`src/rtl/pipe_stage_reg.sv`:
```
`default_nettype none
// =============================================================================
// pipe_stage_reg : valid/ready pipeline stage register with flush, saturating
//                  stall counter and optional 2-entry skid buffer (PIPE_SKID_EN).
// Rev 1.0
// =============================================================================
module pipe_stage_reg #(
   parameter int unsigned       DATA_W    = 64,
   parameter logic [DATA_W-1:0] NOP_VALUE = '0,
   parameter int unsigned       CNT_W     = 16
) (
   input  logic              clk,
   input  logic              rst_n,
   input  logic              flush,
   input  logic              in_valid,
   output logic              in_ready,
   input  logic [DATA_W-1:0] in_data,
   output logic              out_valid,
   input  logic              out_ready,
   output logic [DATA_W-1:0] out_data,
   output logic [CNT_W-1:0]  hold_cnt
);

   localparam logic [CNT_W-1:0] c_CNT_MAX = {CNT_W{1'b1}};
   localparam logic [CNT_W-1:0] c_CNT_ONE = {{(CNT_W-1){1'b0}}, 1'b1};

   logic             w_accept;
   logic             w_emit;
   logic             w_stall;
   logic [CNT_W-1:0] r_hold_cnt;

   assign w_accept = in_valid & in_ready;
   assign w_emit   = out_valid & out_ready;
   assign w_stall  = out_valid & ~out_ready & ~flush;

   always_ff @(posedge clk or negedge rst_n) begin
      if (!rst_n) begin
         r_hold_cnt <= '0;
      end else if (w_stall && (r_hold_cnt != c_CNT_MAX)) begin
         r_hold_cnt <= r_hold_cnt + c_CNT_ONE;
      end
   end

   assign hold_cnt = r_hold_cnt;

`ifdef PIPE_SKID_EN
   localparam logic [1:0] S_EMPTY = 2'd0;
   localparam logic [1:0] S_FULL  = 2'd1;
   localparam logic [1:0] S_SKID  = 2'd2;

   logic [1:0]        r_state;
   logic [1:0]        w_state_nxt;
   logic [DATA_W-1:0] r_main_data;
   logic [DATA_W-1:0] r_skid_data;
   logic              w_load_main_in;
   logic              w_load_main_skid;
   logic              w_load_skid;

   always_ff @(posedge clk or negedge rst_n) begin
      if (!rst_n) begin
         r_state <= S_EMPTY;
      end else begin
         r_state <= w_state_nxt;
      end
   end

   always_comb begin
      w_state_nxt = r_state;
      if (flush) begin
         w_state_nxt = S_EMPTY;
      end else begin
         case (r_state)
            S_EMPTY: if (w_accept) w_state_nxt = S_FULL;
            S_FULL: begin
               if (w_accept && !w_emit)      w_state_nxt = S_SKID;
               else if (w_emit && !w_accept) w_state_nxt = S_EMPTY;
            end
            S_SKID:  if (w_emit) w_state_nxt = S_FULL;
            default: w_state_nxt = S_EMPTY;
         endcase
      end
   end

   // Ready comes from the state flop only, so out_ready never reaches in_ready.
   always_comb begin
      w_load_main_in   = 1'b0;
      w_load_main_skid = 1'b0;
      w_load_skid      = 1'b0;
      if (!flush) begin
         case (r_state)
            S_EMPTY: w_load_main_in = w_accept;
            S_FULL: begin
               w_load_main_in = w_accept & w_emit;
               w_load_skid    = w_accept & ~w_emit;
            end
            S_SKID:  w_load_main_skid = w_emit;
            default: begin
               w_load_main_in   = 1'b0;
               w_load_main_skid = 1'b0;
               w_load_skid      = 1'b0;
            end
         endcase
      end
   end

   always_ff @(posedge clk or negedge rst_n) begin
      if (!rst_n) begin
         r_main_data <= NOP_VALUE;
         r_skid_data <= NOP_VALUE;
      end else if (flush) begin
         r_main_data <= NOP_VALUE;
         r_skid_data <= NOP_VALUE;
      end else begin
         if (w_load_main_in) begin
            r_main_data <= in_data;
         end else if (w_load_main_skid) begin
            r_main_data <= r_skid_data;
         end
         if (w_load_skid) begin
            r_skid_data <= in_data;
         end
      end
   end

   assign in_ready  = (r_state != S_SKID);
   assign out_valid = (r_state != S_EMPTY);
   assign out_data  = r_main_data;
`else
   logic              r_valid;
   logic [DATA_W-1:0] r_data;

   // A simultaneous emit and accept falls into the accept branch: no bubble.
   always_ff @(posedge clk or negedge rst_n) begin
      if (!rst_n) begin
         r_valid <= 1'b0;
         r_data  <= NOP_VALUE;
      end else if (flush) begin
         r_valid <= 1'b0;
         r_data  <= NOP_VALUE;
      end else if (w_accept) begin
         r_valid <= 1'b1;
         r_data  <= in_data;
      end else if (w_emit) begin
         r_valid <= 1'b0;
      end
   end

   assign in_ready  = ~r_valid | out_ready;
   assign out_valid = r_valid;
   assign out_data  = r_data;
`endif

endmodule
`default_nettype wire

```
`config.mk`:
```
export PLATFORM = sky130hd
export DESIGN_NAME = pipe_stage_reg
export DESIGN_NICKNAME = d
export VERILOG_FILES = /design/src/rtl/pipe_stage_reg.sv
export SDC_FILE = /design/constraint.sdc
export NUM_CORES = 1
export LEC_CHECK = 0
export ABC_AREA = 1
export BUFFER_PORTS_ARGS = -buffer_cell sky130_fd_sc_hd__buf_2
export CORE_ASPECT_RATIO = 1.25
export CORE_MARGIN = 10
export CORE_UTILIZATION = 40
export CTS_BUF_LIST = sky130_fd_sc_hd__clkbuf_2 sky130_fd_sc_hd__clkbuf_4 sky130_fd_sc_hd__clkbuf_8
export DETAILED_ROUTE_END_ITERATION = 12
export GPL_ROUTABILITY_DRIVEN = 0
export PLACE_DENSITY = 0.77
export SKIP_CTS_REPAIR_TIMING = 1
export SYNTH_ARGS = -nofsm -noshare
export SYNTH_HDL_FRONTEND = slang
export SYNTH_SLANG_ARGS = --single-unit
```
`constraint.sdc`:
```
create_clock -name clk -period 4.3 [get_ports clk]
set_clock_uncertainty 0.1 [all_clocks]
set_input_delay 0.86 -clock clk [delete_from_list [all_inputs] [get_ports clk]]
set_output_delay 0.86 -clock clk [all_outputs]
set_load 0.05 [all_outputs]
```
==> flow_metrics.env <==
export IMPL_synthAdderAreaFrac_pct=0.3429
export IMPL_dp_hpwl_um=7265
export IMPL_fin_cells=699
export IMPL_area_growth_pct=30.11
export IMPL_r2r_slack_ns=2.23
export IMPL_nFillCells=828
export IMPL_max_freq_ghz=0.4293
export IMPL_cts_tree="done"
export IMPL_clockRootBuffer="clkbuf_8"
export IMPL_min_to="out_data[55]"
export IMPL_ir_drop_mv=0.2106
export IMPL_slew_viol_final=0
export IMPL_min_path_type="flip-flop to flip-flop"
export IMPL_wl_per_cell_um=14.67
export IMPL_drtIter0Drc=138
export IMPL_setup_viol_count_final=0
export IMPL_powerDensity_nw_per_um2=449.5
export IMPL_antenna_found_initial=0
export IMPL_power_mw=2.134
export IMPL_synth_distinct_cells=21
export IMPL_synth_top_family_by_area="simple AND/OR/NAND/NOR gates"
export IMPL_grt_use_total_pct=15.33
export IMPL_cp_arrival_ns=1.37
export IMPL_hold_path_depth=2
export IMPL_n_antenna_cell=0
export IMPL_drc=0
export IMPL_min_delay_start="out_data[55]"
export IMPL_yosys_mux_area_fraction_pct=0
export IMPL_vias=3266
export IMPL_dr_wl_met2_um=4793
export IMPL_die_w_um=105.4
export IMPL_avgSynthCellArea_um2=8.426
export IMPL_final_nets=644
export IMPL_period_share_pct=54.17
export IMPL_async_reset_ff_share_pct=100.0
export IMPL_r2r_start="out_valid"
export IMPL_max_slew_margin_rel_pct=21.71
export IMPL_synth_enable_flop_cells=0
export IMPL_clkSinkCount=81
export IMPL_cp_data_required_time_ns=3.34
export IMPL_rsz0062_at_grt="false"
export IMPL_grt_ovfl_total=0
export IMPL_multi_input_area_um2=1232
export IMPL_reg2reg_to="out_data[63]"
export IMPL_synth_xor_area_share_pct=0.9602
export IMPL_netlist_instances=433
export IMPL_setup_tns_ns=0
export IMPL_die_y_um=126.8
export IMPL_ys_seq_area_share_pct=55.56
export IMPL_synth_simple_area_share_pct=22.22
export IMPL_met1_length_um=4530
export IMPL_period_minus_slack_ns=2.329
export IMPL_dieArea_um2=13370
export IMPL_crit_type="primary input to primary output"
export IMPL_worstPathMaxFanout=4
export IMPL_synth_compound_area_share_pct=10.05
export IMPL_start_util_pct=41.48
export IMPL_worst_hold_slack_ns=0.4148
export IMPL_drive_above_1_share_pct=31.95
export IMPL_numPortBuffers=150
export IMPL_post_route_util_pct=53.97
export IMPL_end_kind="primary output"
export IMPL_ys_flop_type="dfrtp_1"
export IMPL_ant_nets=0
export IMPL_rr_worst_depth=3
export IMPL_clkSlewWorstSetupHoldPaths_ns=0.08
export IMPL_dpl_cell_area_um2=4471
export IMPL_cts_buffers=9
export IMPL_dp_slack_ns=1.546
export IMPL_cp_start_kind="primary input"
export IMPL_syn_num_nets=503
export IMPL_dr_pass1_iters=4
export IMPL_num_io_pins=151
export IMPL_wirelength_um=10260
export IMPL_seq_area_um2=2027
export IMPL_netlist_area_um2=3648
export IMPL_grt_max_degree=82
export IMPL_fp_row_count=38
export IMPL_clock_latency_ns=0.35
export IMPL_max_cap_violations=0
export IMPL_dp_cells=683
export IMPL_synth_seq_cells=81
export IMPL_htree_levels=3
export IMPL_grt_pass1_wl_um=16860
export IMPL_highest_layer="met4"
export IMPL_worstMarginPinSlew_ns=1.170
export IMPL_outcome="finished, final reports clean"
export IMPL_setup_ws_ns=1.971
export IMPL_core_area_um2=8796
export IMPL_grt_pass1_vias=3309
export IMPL_wl_met3_um=769
export IMPL_hold_viol=0
export IMPL_avgViaCountPerCell=4.672
export IMPL_clk_path_buf_depth=2
export IMPL_final_cell_area_um2=4747
export IMPL_yosys_warnings=0
export IMPL_p_leak_nw=2.674
power by group:
part | switching (mW) | leakage [nW] | total, mW | internal, mW
Clock | 0.277 | 0.140 | 0.752 | 0.475
Combinational | 0.380 | 1.46 | 0.495 | 0.116
Sequential | 0.0626 | 1.08 | 0.886 | 0.824
Total | 0.719 | 2.67 | 2.13 | 1.41
cells in the mapped netlist, types with 2 or more instances:
cell | instances | area (µm²)
o21ai_0 | 68 | 340.3
buf_1 | 2 | 7.510
nor2_4 | 3 | 33.78
nand3_1 | 74 | 370.4
nor2_2 | 2 | 12.51
o21ai_2 | 3 | 26.28
buf_2 | 5 | 25.02
nor2_1 | 17 | 63.81
nand3b_1 | 2 | 15.01
xnor2_1 | 2 | 17.52
xor2_1 | 2 | 17.52
clkbuf_1 | 13 | 48.80
inv_2 | 2 | 7.510
nand4_1 | 4 | 25.02
nand2_1 | 68 | 255.2
inv_1 | 78 | 292.8
dfrtp_1 | 81 | 2027
nand2_2 | 4 | 25.02
worst max-delay path: stages:
cell     delay [ns]
buf_2          0.07
inv_1          0.04
nand2_2        0.11
buf_2          0.29
layer usage:
layer  global-route usage (%)  vias up
met2                    23.40      117
met5                        0        -
met1                    19.16     1485
met4                    6.230        0
met3                    5.674       10
li1                         -     1654
flip-flops by register name, indices dropped and copies added (netlist names):
register   cells
hold_cnt      16
out_valid      1
out_data      64
worst max path at each step:
stage,from,end,slack [ns],cells past startpoint
floorplan,out_ready,in_ready,2.20,2
global placement,out_ready,out_data[14],1.73,5
detailed placement,out_ready,out_data[40],1.55,5
CTS,out_ready,out_data[63],1.95,5
global route,out_ready,out_data[40],1.80,5
finish,out_ready,in_ready,1.97,4
layout make-up:
type                            count  share of cell area, %
Inverter                           80                  6.326
Clock inverter                      5                  2.636
Sequential cell                    81                  42.70
Multi-Input combinational cell    251                  25.96
Timing Repair Buffer              151                  16.03
Clock buffer                       11                  3.189
Tap cell                          120                  3.163
kinds of logic after synthesis:
group / after synthesis
compound gates: 71
xor+xnor: 4
buf+inv: 101
simple gates: 175
fa+ha+maj: 1
flops: 81
cells in the final DEF (no fill, tap or decap):
master and n:
nand3_1 73, nor2_1 17, nand2_2 5, xor2_1 2
dfrtp_1 81, clkbuf_8 11, buf_4 2, inv_2 3
ha_1 1, nor2_2 2, nand2_1 67, o21ai_2 3
bufinv_16 4, nand3_2 2, o21ai_0 68, clkinv_2 1
xnor2_1 2, nand4_1 4, nand3b_1 2, nor2_4 3
inv_1 77, buf_2 149
No activity file was read; power rests on OpenSTA's default activity.
